===== config.mk =====
export PLATFORM = sky130hd
export DESIGN_NAME = seq_ctrl_nbank
export DESIGN_NICKNAME = d
export VERILOG_FILES = /design/src/rtl/seq_ctrl_pkg.sv /design/src/rtl/seq_ctrl_wdog.sv /design/src/rtl/seq_ctrl_nbank.sv
export SDC_FILE = /design/constraint.sdc
export NUM_CORES = 1
export LEC_CHECK = 0
export CAP_MARGIN = 20
export CORE_MARGIN = 4
export CORE_UTILIZATION = 40
export CTS_BUF_LIST = sky130_fd_sc_hd__clkbuf_4
export DETAILED_ROUTE_END_ITERATION = 10
export GPL_ROUTABILITY_DRIVEN = 0
export PLACE_DENSITY = 0.65
export SLEW_MARGIN = 25
export SYNTH_ARGS = -nofsm -noshare
export SYNTH_HDL_FRONTEND = slang
export SYNTH_SLANG_ARGS = --single-unit

===== constraint.sdc =====
create_clock -name clk_i -period 2.32 [get_ports clk_i]
set_input_delay 0.348 -clock clk_i [delete_from_list [all_inputs] [get_ports clk_i]]
set_output_delay 0.348 -clock clk_i [all_outputs]
set_load 0.03 [all_outputs]

===== src/rtl/seq_ctrl_pkg.sv =====
// Shared types and constants for the N-bank sequencer controller.
package seq_ctrl_pkg;

  typedef enum logic [2:0] {
    IDLE     = 3'd0,
    LD_ISSUE = 3'd1,
    LD_G0    = 3'd2,
    LD_WAIT  = 3'd3,
    EXE      = 3'd4,
    FIN      = 3'd5,
    ERR_S    = 3'd6
  } state_e;

  localparam int unsigned DEF_PRELOAD = 1;
  localparam int unsigned DEF_TMO     = 1024;

  function automatic int unsigned calc_bw(input int unsigned n);
    return (n <= 2) ? 1 : $clog2(n);
  endfunction

endpackage


===== src/rtl/seq_ctrl_wdog.sv =====
// Memory-busy watchdog: counts enabled cycles and flags the TMO-th one.
// A TMO of zero disables the flag entirely.
module seq_ctrl_wdog
  import seq_ctrl_pkg::*;
#(
  parameter int unsigned TMO = DEF_TMO
) (
  input  logic clk_i,
  input  logic rst_i,
  input  logic clr_i,
  input  logic en_i,
  output logic tmo_o
);

  localparam int unsigned CW = (TMO < 2) ? 1 : $clog2(TMO + 1);

  logic [CW-1:0] cnt_q, cnt_d;

  always_comb begin
    cnt_d = cnt_q;
    if (clr_i)      cnt_d = '0;
    else if (en_i)  cnt_d = cnt_q + CW'(1);
  end

  // Flag fires combinationally on the cycle that would be the TMO-th busy cycle.
  assign tmo_o = (TMO != 0) && en_i && !clr_i && (cnt_q == CW'(TMO - 1));

  always_ff @(posedge clk_i or posedge rst_i) begin
    if (rst_i) cnt_q <= '0;
    else       cnt_q <= cnt_d;
  end

endmodule


===== src/rtl/seq_ctrl_nbank.sv =====
// N-bank instruction loader / sequencer controller with preload depth,
// abort, restart, memory-busy watchdog and load counter.
module seq_ctrl_nbank
  import seq_ctrl_pkg::*;
#(
  parameter int unsigned NBANK   = 2,
  parameter int unsigned PRELOAD = DEF_PRELOAD,
  parameter int unsigned TMO     = DEF_TMO,
  parameter int unsigned CNT_W   = 16,
  localparam int unsigned BW     = calc_bw(NBANK)
) (
  input  logic             clk_i,
  input  logic             rst_i,
  input  logic             start_i,
  input  logic             restart_i,
  input  logic             abort_i,
  output logic             busy_o,
  output logic             seq_purge_o,
  input  logic             seq_load_i,
  input  logic             seq_fin_i,
  output logic             mstart_o,
  input  logic             mbusy_i,
  output logic [BW-1:0]    banki_o,
  output logic [BW-1:0]    bankx_o,
  output logic [CNT_W-1:0] load_cnt_o,
  output logic             err_o
);

  localparam int unsigned FW = calc_bw(PRELOAD + 1);

  state_e           state_q, state_d;
  logic             start_pend_q, start_pend_d;
  logic             load_req_q, load_req_d;
  logic [FW-1:0]    fill_q, fill_d;
  logic [BW-1:0]    banki_q, banki_d, bankx_q, bankx_d;
  logic [CNT_W-1:0] load_cnt_q, load_cnt_d;
  logic             err_q, err_d;
  logic             busy_q, busy_d, purge_q, purge_d, mstart_q, mstart_d;
  logic             wd_clr, wd_en, wd_tmo;

  function automatic logic [BW-1:0] bank_inc(input logic [BW-1:0] b);
    return (b == BW'(NBANK - 1)) ? '0 : b + BW'(1);
  endfunction

  assign wd_clr = (state_q != LD_WAIT) || abort_i || restart_i;
  assign wd_en  = (state_q == LD_WAIT) && mbusy_i;

  seq_ctrl_wdog #(.TMO(TMO)) u_wdog (
    .clk_i (clk_i),
    .rst_i (rst_i),
    .clr_i (wd_clr),
    .en_i  (wd_en),
    .tmo_o (wd_tmo)
  );

  always_comb begin
    state_d      = state_q;
    start_pend_d = start_pend_q;
    load_req_d   = load_req_q;
    fill_d       = fill_q;
    banki_d      = banki_q;
    bankx_d      = bankx_q;
    load_cnt_d   = load_cnt_q;
    err_d        = err_q;

    if (abort_i) begin
      start_pend_d = 1'b0;
      load_req_d   = 1'b0;
      if (state_q != IDLE) state_d = FIN;
    end else if (restart_i) begin
      start_pend_d = 1'b0;
      load_req_d   = 1'b0;
      state_d      = EXE;
    end else begin
      case (state_q)
        IDLE: begin
          if (start_i) start_pend_d = 1'b1;
          if (start_pend_q && !mbusy_i) begin
            state_d      = LD_ISSUE;
            start_pend_d = 1'b0;
            err_d        = 1'b0;
            load_cnt_d   = '0;
            fill_d       = '0;
            banki_d      = '0;
            bankx_d      = '0;
          end
        end
        LD_ISSUE: state_d = LD_G0;
        LD_G0:    state_d = LD_WAIT;
        LD_WAIT: begin
          if (!mbusy_i) begin
            banki_d    = bank_inc(banki_q);
            load_cnt_d = load_cnt_q + CNT_W'(1);
            // fill saturates so steady-state reloads never wrap back into preload
            if (int'(fill_q) < int'(PRELOAD)) fill_d = fill_q + FW'(1);
            state_d = (int'(fill_q) + 1 < int'(PRELOAD)) ? LD_ISSUE : EXE;
          end else if (wd_tmo) begin
            state_d = ERR_S;
          end
        end
        EXE: begin
          if (seq_fin_i) begin
            state_d    = FIN;
            load_req_d = 1'b0;
          end else if (load_req_q && !mbusy_i) begin
            bankx_d    = bank_inc(bankx_q);
            load_req_d = 1'b0;
            state_d    = LD_ISSUE;
          end else if (seq_load_i) begin
            load_req_d = 1'b1;
          end
        end
        FIN: state_d = IDLE;
        ERR_S: begin
          err_d   = 1'b1;
          state_d = IDLE;
        end
        default: state_d = IDLE;
      endcase
    end
  end

  // Handshake outputs are decoded from the present state and registered.
  always_comb begin
    busy_d   = (state_q != IDLE);
    purge_d  = (state_q != EXE) || restart_i;
    mstart_d = (state_q == LD_ISSUE) && !abort_i;
  end

  always_ff @(posedge clk_i or posedge rst_i) begin
    if (rst_i) begin
      state_q      <= IDLE;
      start_pend_q <= 1'b0;
      load_req_q   <= 1'b0;
      fill_q       <= '0;
      banki_q      <= '0;
      bankx_q      <= '0;
      load_cnt_q   <= '0;
      err_q        <= 1'b0;
      busy_q       <= 1'b0;
      purge_q      <= 1'b1;
      mstart_q     <= 1'b0;
    end else begin
      state_q      <= state_d;
      start_pend_q <= start_pend_d;
      load_req_q   <= load_req_d;
      fill_q       <= fill_d;
      banki_q      <= banki_d;
      bankx_q      <= bankx_d;
      load_cnt_q   <= load_cnt_d;
      err_q        <= err_d;
      busy_q       <= busy_d;
      purge_q      <= purge_d;
      mstart_q     <= mstart_d;
    end
  end

  assign busy_o      = busy_q;
  assign seq_purge_o = purge_q;
  assign mstart_o    = mstart_q;
  assign banki_o     = banki_q;
  assign bankx_o     = bankx_q;
  assign load_cnt_o  = load_cnt_q;
  assign err_o       = err_q;

endmodule

==> impl_metrics.toml, run 1 <==
[outcome]
outcome = "complete, no violations"

[floorplanning]
ios = 30
dieArea_um2 = 6210
rows = 25
fp.coreArea_um2 = 4790
die-width_um = 78.8
start_util_pct = 41.9
dieHeight_um = 78.8

[global_route]
antenna_found_initial = 0
use_met1_pct = 18.1
met3_usage_pct = 4.42
grt_max_degree = 39
grtUsageMet2_pct = 22.7
grt_pass1_vias = 1493
top_usage_layer = "met2"
grt_first_pass_wirelength_mm = 6.91
grtUsageTotal_pct = 14.0
grt-ovfl-total = 0

[sta]
clock.fmax_mhz = 530
hold_viol_final = 0
min_period_ps = 1890
totalNegativeSetupSlack_ps = 0
finalCritPeriodShare_pct = 81.4
maxSlewViolCount = 0
worstMarginPinSlew_ps = 479
rsz0062_at_grt = "false"
setup_viol = 0
relSlewSlack_pct = 68.1
skew_ps = 10.1

[logic_synthesis]
synth_nets = 214
ys.warnings.count = 0
syn_inst = 204
synth-main-ff-cell = "dfrtp_1"
ys_seq_area_share_pct = 47.5
netlist_area_um2 = 2010
synthArstFlopShare_pct = 100
syn_area_per_cell_um2 = 9.83
synth-edff-count = 0
synthDistinctLibCells = 48
yosys_register_bits = 38

[finish]
drive_gt1_share_pct = 10.0
final_area_um2 = 2460
finalNetCount = 249
area_growth_pct = 22.8
num_antenna_cells = 0
num-fill-cells = 448

[drt]
ant_nets = 0
drt_wl_total_mm = 4.10
dr_total_vias = 1631
wire_per_inst_um = 13.4
viasPerCell = 5.31
drt_iter0_markers = 69
drc = 0
drt_first_pass_iters = 4

[setup_path]
cp.required_ps = 1970
end_kind = "output port"
crit_type = "reg -> out"
critical_path.top_delay_family = "buffers and inverters"
cp_cell_sequence = "clkdlybuf4s50_1"
cp_slowest_cell = "clkdlybuf4s50_1"
cp.arrival_ps = 1540
slowest_delay_ps = 660
cp_max_fo = 1
critical_path_buf_inv_count = 1
start_kind = "register"

[clock_network]
post_cts_buffers = 0
clk_latency_ps = 340
cts.sink_count = 38
cts-root-buf = "clkbuf_4"
clkTransAtPathRegs_ps = 120
cts_tree = "yes"
clk_path_buf_depth = 2
hold_buffers = 0
cts_htree_levels = 2
cts_made_buffers = 5
ctsResizeCount = 0

[job]
cap_viol_max_count = 0

[power]
p_leak_nw = 0.960
vdd_ir_drop_max_uv = 393
power_density_nw_per_um2 = 513

[placed_design]
place_area_um2 = 2390
portBuffers = 29
dp.final_hpwl_mm = 2.96

[hold_path]
min-delay-path-class = "in -> async"
[report_power, final]
group | total, W | internal [W] | switching (W)
Sequential | 0.000702 | 0.000677 | 0.0000250
Clock | 0.000444 | 0.000223 | 0.000221
Combinational | 0.000117 | 0.0000526 | 0.0000644
[per-layer routing]
layer  vias to the layer above  part of all wire (%)
met4                         0                  0.71
met3                         2                   5.3
met1                       777                    49
li1                        812                     -
met5                         -                     0
met2                        40                    45
[cell usage after synthesis (2+ instances only)]
library cell | count | area [µm²]
inv_1 | 5 | 18.8
or3_1 | 5 | 31.3
nand3b_1 | 2 | 15.0
and2_1 | 2 | 12.5
nor2b_1 | 2 | 12.5
dfrtp_1 | 37 | 926
nand3_1 | 11 | 55.1
xor2_1 | 8 | 70.1
ha_1 | 2 | 25.0
and4_1 | 2 | 17.5
o21ai_0 | 8 | 40.0
nor3b_1 | 2 | 15.0
buf_2 | 4 | 20.0
or4_1 | 3 | 22.5
and3b_1 | 2 | 17.5
and3_1 | 2 | 12.5
o31ai_1 | 3 | 22.5
buf_6 | 2 | 22.5
nor3_1 | 9 | 45.0
clkbuf_1 | 3 | 11.3
nor2_1 | 21 | 78.8
nand2_1 | 17 | 63.8
a21oi_1 | 10 | 50.1
nand4_1 | 10 | 62.6
xnor2_1 | 6 | 52.6
mux2i_1 | 4 | 40.0
[kinds of logic after synthesis]
family / share of synthesized area [%]
AOI/OAI and AO/OA: 10.2
xor gates and xnor gates: 6.11
adders and majority gates: 1.25
buffers and inverters: 3.62
DFF: 47.5
muxes: 2.00
and+or+nand+nor: 29.3
[final cells by class]
class	count	area [µm²]	share of cell area, %
well taps	67	83.8	3.40
clock buffers	5	37.5	1.52
flip-flops and latches	38	952	38.6
multi-input cells	152	981	39.8
inverters	5	18.8	0.762
clock inverters	3	40.0	1.63
repair buffers	37	350	14.2
[registers in the layout (all words and copies together) (netlist names)]
signal,flops
mstart_o,1
seq_purge_o,1
busy_o,1
err_o,1
load_req_q,1
start_pend_q,1
state_q,3
u_wdog.cnt_q,11
bankx_o,1
load_cnt_o,16
banki_o,1
[path summary, 6_finish.rpt]
path / from / to / slack (ps) / depth (start not counted)
worst max register to register: state_q[2]$_DFFE_PP0P_ / load_cnt_o[10]$_DFFE_PP0P_ / 450 / 4
min in group clk_i: banki_o$_DFFE_PP0P_ / banki_o$_DFFE_PP0P_ / 500 / 1
max in group asynchronous: rst_i / seq_purge_o$_DFF_PP1_ / 1560 / 3
worst min register to register: banki_o$_DFFE_PP0P_ / banki_o$_DFFE_PP0P_ / 500 / 1
worst max-delay path: seq_purge_o$_DFF_PP1_ / seq_purge_o / 430 / 1
worst min-delay path: rst_i / load_cnt_o[11]$_DFFE_PP0P_ / 410 / 3
[cells in the final DEF, fill, tap and decap left out, types with 6 or more instances in the layout]
cell type	instances
clkdlybuf4s50_1	29
xor2_1	8
buf_4	8
dfrtp_1	37
nand4_1	10
nand3_1	11
nand2_1	17
nor2_1	21
a21oi_1	10
o21ai_0	8
nor3_1	9
xnor2_1	6
[stage by stage]
step                hold slack [ps]  total power, W  util (%)  instances  setup slack [ps]
finish                          406         0.00126      51.5        307               433
global route                    424         0.00133      51.5        307               319
CTS                             409         0.00129      51.5        307               406
detailed placement              485        0.000834      49.9        299               176
global placement                496        0.000833      49.9        299               193
floorplan                       510        0.000788         -        204               597
No activity file was read; power rests on OpenSTA's default activity.
==> inputs of run 2 (changes only) <==
PLACE_DENSITY = 0.67   (was 0.65)
clock period = 1.7 ns   (was 2.32 ns; I/O delays follow)
==> run 2 against run 1 <==
Setup slack got worse by 340 ps. Sequential share of layout area fell by 2.6 points. Final cell count rose by 6.8%. Highest routed layer unchanged.
==> impl_metrics.toml, run 2 (synthesis results as in run 1) <==
[outcome]
outcome = "complete, no violations"

[drt]
drc = 0
wire_per_inst_um = 13.2
drt_iter0_markers = 96
drt_wl_total_mm = 4.33
dr_total_vias = 1680
drt_first_pass_iters = 4
ant_nets = 0
viasPerCell = 5.12

[setup_path]
r2r_end = "state_q[0]$_DFFE_PP0P_"
critical_path_buf_inv_count = 1
start_kind = "register"
critical_path.top_delay_family = "simple AND/OR/NAND/NOR gates"
cp_slowest_cell = "or3b_2"
reg2reg_depth = 5
cp.required_ps = 1940
cp.arrival_ps = 1840
ff2ff_setup_slack_ps = 90
timing.rr.start = "state_q[1]$_DFFE_PP0P_"
cp_cell_sequence = "buf_4 > or3b_2 > nor2_1 > nand3_1 > o311a_1"
end_kind = "register"
slowest_delay_ps = 510
cp_max_fo = 7
crit_type = "reg -> reg"

[global_route]
grt_first_pass_wirelength_mm = 7.12
use_met1_pct = 19.0
met3_usage_pct = 3.85
grt_max_degree = 39
grt_pass1_vias = 1554
antenna_found_initial = 0
grt-ovfl-total = 0
grtUsageMet2_pct = 22.8
top_usage_layer = "met2"
grtUsageTotal_pct = 14.3

[placed_design]
portBuffers = 29
pre_cts_slack_ps = -322
dp.final_hpwl_mm = 3.10
place_area_um2 = 2550

[power]
pwr-share-comb_pct = 11.3
p_leak_nw = 1.22
p_clk_share_pct = 34.6
swShare_pct = 24.5
p_switching_w = 0.000429
power_density_nw_per_um2 = 657
vdd_ir_drop_max_uv = 379
p_seq_share_pct = 54.0
internal_power_w = 0.00132

[finish]
drive_gt1_share_pct = 22.2
layout_commonest_cell = "dfrtp_1"
finalNetCount = 270
final_core_utilization_pct = 55.6
largest_reg_flops = 16
final_cell_mix = "dfrtp_1, buf_4, nor2_1, nand2_1, dlygate4sd2_1"
num_antenna_cells = 0
final_area_um2 = 2660
area_growth_pct = 32.8

[floorplanning]
dieArea_um2 = 6210
die-width_um = 78.8
start_util_pct = 41.9
fp.coreArea_um2 = 4790
dieHeight_um = 78.8
rows = 25
ios = 30

[clock_network]
clkTransAtPathRegs_ps = 120
cts_made_buffers = 5
clk_latency_ps = 340
clk_path_buf_depth = 2
cts-root-buf = "clkbuf_4"
cts.sink_count = 38
cts_tree = "yes"
cts_htree_levels = 2
hold_buffers = 0

[job]
cap_viol_max_count = 0

[hold_path]
min-delay-path-class = "in -> async"

[sta]
worstMarginPinSlew_ps = 327
finalCritPeriodShare_pct = 94.5
skew_ps = 7.87
relSlewSlack_pct = 77.6
setup_viol = 0
totalNegativeSetupSlack_ps = 0
clock.fmax_mhz = 622
min_period_ps = 1610
maxSlewViolCount = 0
setup_ws_ps = 93.1
hold_viol_final = 0
[run 2: final cells by class]
type	instances	area [µm²]
clock buffer	5	37.5
inverter	5	18.8
tap	67	83.8
fill	460	2120
sequential	38	961
clock inverter	3	40.0
timing repair buffer	58	517
multi-input combinational	152	1000
[run 2: worst max path at each step]
stage	from	endpoint	cells after the start
finish	state_q[1]$_DFFE_PP0P_	state_q[0]$_DFFE_PP0P_	5
CTS	load_cnt_o[13]$_DFFE_PP0P_	load_cnt_o[13]	1
floorplan	load_cnt_o[4]$_DFFE_PP0P_	load_cnt_o[9]$_DFFE_PP0P_	4
global placement	mbusy_i	load_cnt_o[9]$_DFFE_PP0P_	6
global route	state_q[0]$_DFFE_PP0P_	load_cnt_o[11]$_DFFE_PP0P_	4
detailed placement	restart_i	load_cnt_o[10]$_DFFE_PP0P_	5
[run 2: power by group through the flow]
stage	Clock (W)	Sequential, W	Combinational, W
2_1_floorplan	0	0.000975	0.000101
3_3_place_gp	0	0.000961	0.000200
3_5_place_dp	0	0.000961	0.000201
4_1_cts	0.000637	0.000944	0.000200
5_1_grt	0.000676	0.000949	0.000215
6_report	0.000606	0.000945	0.000199
[run 2: timing repair]
item | in CTS | in global routing
pin swaps | 1 | 7
endpoints found under the setup margin | 17 | 14
setup buffers | 0 | 2
gates resized for setup | 16 | 15
[run 2: worst reg2reg max path, delay by kind of cell (launching register included)]
family / cells / cell delay [ps]
AOI/OAI and AO/OA: 1 / 120
buffers and inverters: 1 / 170
DFF: 1 / 460
and+or+nand+nor: 3 / 750
[run 2: stage by stage]
| step | instances | hold WS, ps | power (W) |
|---|---|---|---|
| 4_1_cts | 326 | 246 | 0.00178 |
| 3_5_place_dp | 318 | 483 | 0.00116 |
| 6_report | 328 | 250 | 0.00175 |
| 3_3_place_gp | 318 | 487 | 0.00116 |
| 5_1_grt | 328 | 249 | 0.00184 |
| 2_1_floorplan | 204 | 421 | 0.00108 |
[run 2: layer usage]
| layer | up-vias | routed length, µm | share of wire (%) |
|---|---|---|---|
| li1 | 856 | - | - |
| met1 | 792 | 2070 | 48 |
| met5 | - | 0 | 0 |
| met2 | 28 | 2040 | 47 |
| met4 | 0 | 39 | 0.90 |
| met3 | 4 | 187 | 4.3 |
==> inputs of run 3 (changes only) <==
MAX_ROUTING_LAYER = met4   (was unset)
==> run 3 against run 2 <==
Clock power hardly changed. Non-clock buffer count unchanged. Clock skew about the same. Register-to-register slack barely moved. Global-route usage rose by 0.42 points. Combinational power about the same. Highest routed layer unchanged. Worst hold slack got worse by 1.8 ps. Setup slack improved by 1.3 ps. Cell area stayed put. Maximum frequency is essentially flat. Final cell count is the same.
==> impl_metrics.toml, run 3 (synthesis results as in run 1) <==
[clock_network]
cts.sink_count = 38
clk_path_buf_depth = 2
clk_latency_ps = 340
clkTransAtPathRegs_ps = 120
cts_tree = "yes"
cts_made_buffers = 5
cts-root-buf = "clkbuf_4"
cts_htree_levels = 2

[finish]
final_area_um2 = 2660
final-instance-count-excl-fill = 328
final_core_utilization_pct = 55.6
drive_gt1_share_pct = 22.2
largest_reg_flops = 16
finalNetCount = 270
multi_input_area_um2 = 1000
area_growth_pct = 32.8
layout_commonest_cell = "dfrtp_1"
seq_area_um2 = 961
final_cell_mix = "dfrtp_1, buf_4, nor2_1, nand2_1, dlygate4sd2_1"
num-fill-cells = 460
num_antenna_cells = 0

[setup_path]
crit_type = "reg -> reg"
timing.rr.start = "state_q[0]$_DFFE_PP0P_"
critical_path.top_delay_family = "simple AND/OR/NAND/NOR gates"
cp_cell_sequence = "nor4b_4 > o21ai_4 > or4b_1 > a21oi_1"
end_kind = "register"
crit_start = "state_q[0]$_DFFE_PP0P_"
reg2reg_depth = 4
cp_slowest_cell = "or4b_1"
cp.required_ps = 1980
slowest_delay_ps = 470
r2r_end = "load_cnt_o[11]$_DFFE_PP0P_"
start_kind = "register"
cp_max_fo = 6
critical_path_buf_inv_count = 0
cp.arrival_ps = 1880
ff2ff_setup_slack_ps = 90

[global_route]
grt_max_degree = 39
antenna_found_initial = 0
grt-ovfl-total = 0
grt_first_pass_wirelength_mm = 7.12
grt_pass1_vias = 1555
grtUsageTotal_pct = 14.7

[floorplanning]
dieHeight_um = 78.8
fp.coreArea_um2 = 4790
start_util_pct = 41.9
dieArea_um2 = 6210
rows = 25
die-width_um = 78.8
ios = 30

[sta]
hold_viol_final = 0
clock.fmax_mhz = 623
relSlewSlack_pct = 77.6
setup_viol = 0
min_period_ps = 1610
skew_ps = 7.62
finalCritPeriodShare_pct = 94.4
totalNegativeSetupSlack_ps = 0
worstMarginPinSlew_ps = 327
maxSlewViolCount = 0

[power]
p_leak_nw = 1.22
power_density_nw_per_um2 = 657
vdd_ir_drop_max_uv = 378
total_power_w = 0.00175

[drt]
ant_nets = 0
drt_first_pass_iters = 4
drt_wl_total_mm = 4.33
drc = 0
dr_total_vias = 1676
viasPerCell = 5.11
wire_per_inst_um = 13.2
drt_iter0_markers = 96

[outcome]
outcome = "complete, no violations"

[hold_path]
min-delay-path-class = "in -> async"

[placed_design]
portBuffers = 29
dp.final_hpwl_mm = 3.10
place_area_um2 = 2550
dpl.cell_count = 318

[job]
cap_viol_max_count = 0
[run 3: stage by stage]
stage | hold slack (ps) | setup WS (ps)
after global placement | 487 | -284
after global routing | 249 | -4.50
after floorplan | 421 | 10.0
after detailed placement | 483 | -322
final | 249 | 94.5
after CTS | 246 | 5.94
[run 3: what timing repair did]
action / in CTS / in global routing
hold buffers: 0 / 0
pin swaps: 1 / 7
gates resized for setup: 16 / 15
cloned: 0 / 0
setup buffers: 0 / 2
endpoints found under the setup margin: 17 / 14
[run 3: tightest hold or removal path, cell delays in order]
cell	delay, ps
clkdlybuf4s50_1	390
inv_1	90
buf_12	230
[run 3: routing by layer]
layer	vias to the layer above	share of wire (%)	track usage, %
met5	-	0	-
met4	0	0.90	4.47
met3	4	4.0	3.63
met2	28	47	22.8
met1	789	48	19.2
li1	855	-	-
[run 3: power breakdown]
group	internal (W)	total, W	switching (W)
combinational	0.0000897	0.000198	0.000109
clock	0.000305	0.000607	0.000302
sequential	0.000926	0.000945	0.0000190
[run 3: how the worst max path moves through the flow]
stage	endpoint	cells after the start
finish	load_cnt_o[11]$_DFFE_PP0P_	4
CTS	load_cnt_o[13]	1
detailed placement	load_cnt_o[10]$_DFFE_PP0P_	5
global route	load_cnt_o[11]$_DFFE_PP0P_	4
global placement	load_cnt_o[9]$_DFFE_PP0P_	6
floorplan	load_cnt_o[9]$_DFFE_PP0P_	4
[run 3: layout make-up]
type / count / area share, %
sequential: 38 / 36.1
multi-input combinational: 152 / 37.7
clock buffer: 5 / 1.41
clock inverter: 3 / 1.50
timing repair buffer: 58 / 19.4
inverter: 5 / 0.705
tap: 67 / 3.15
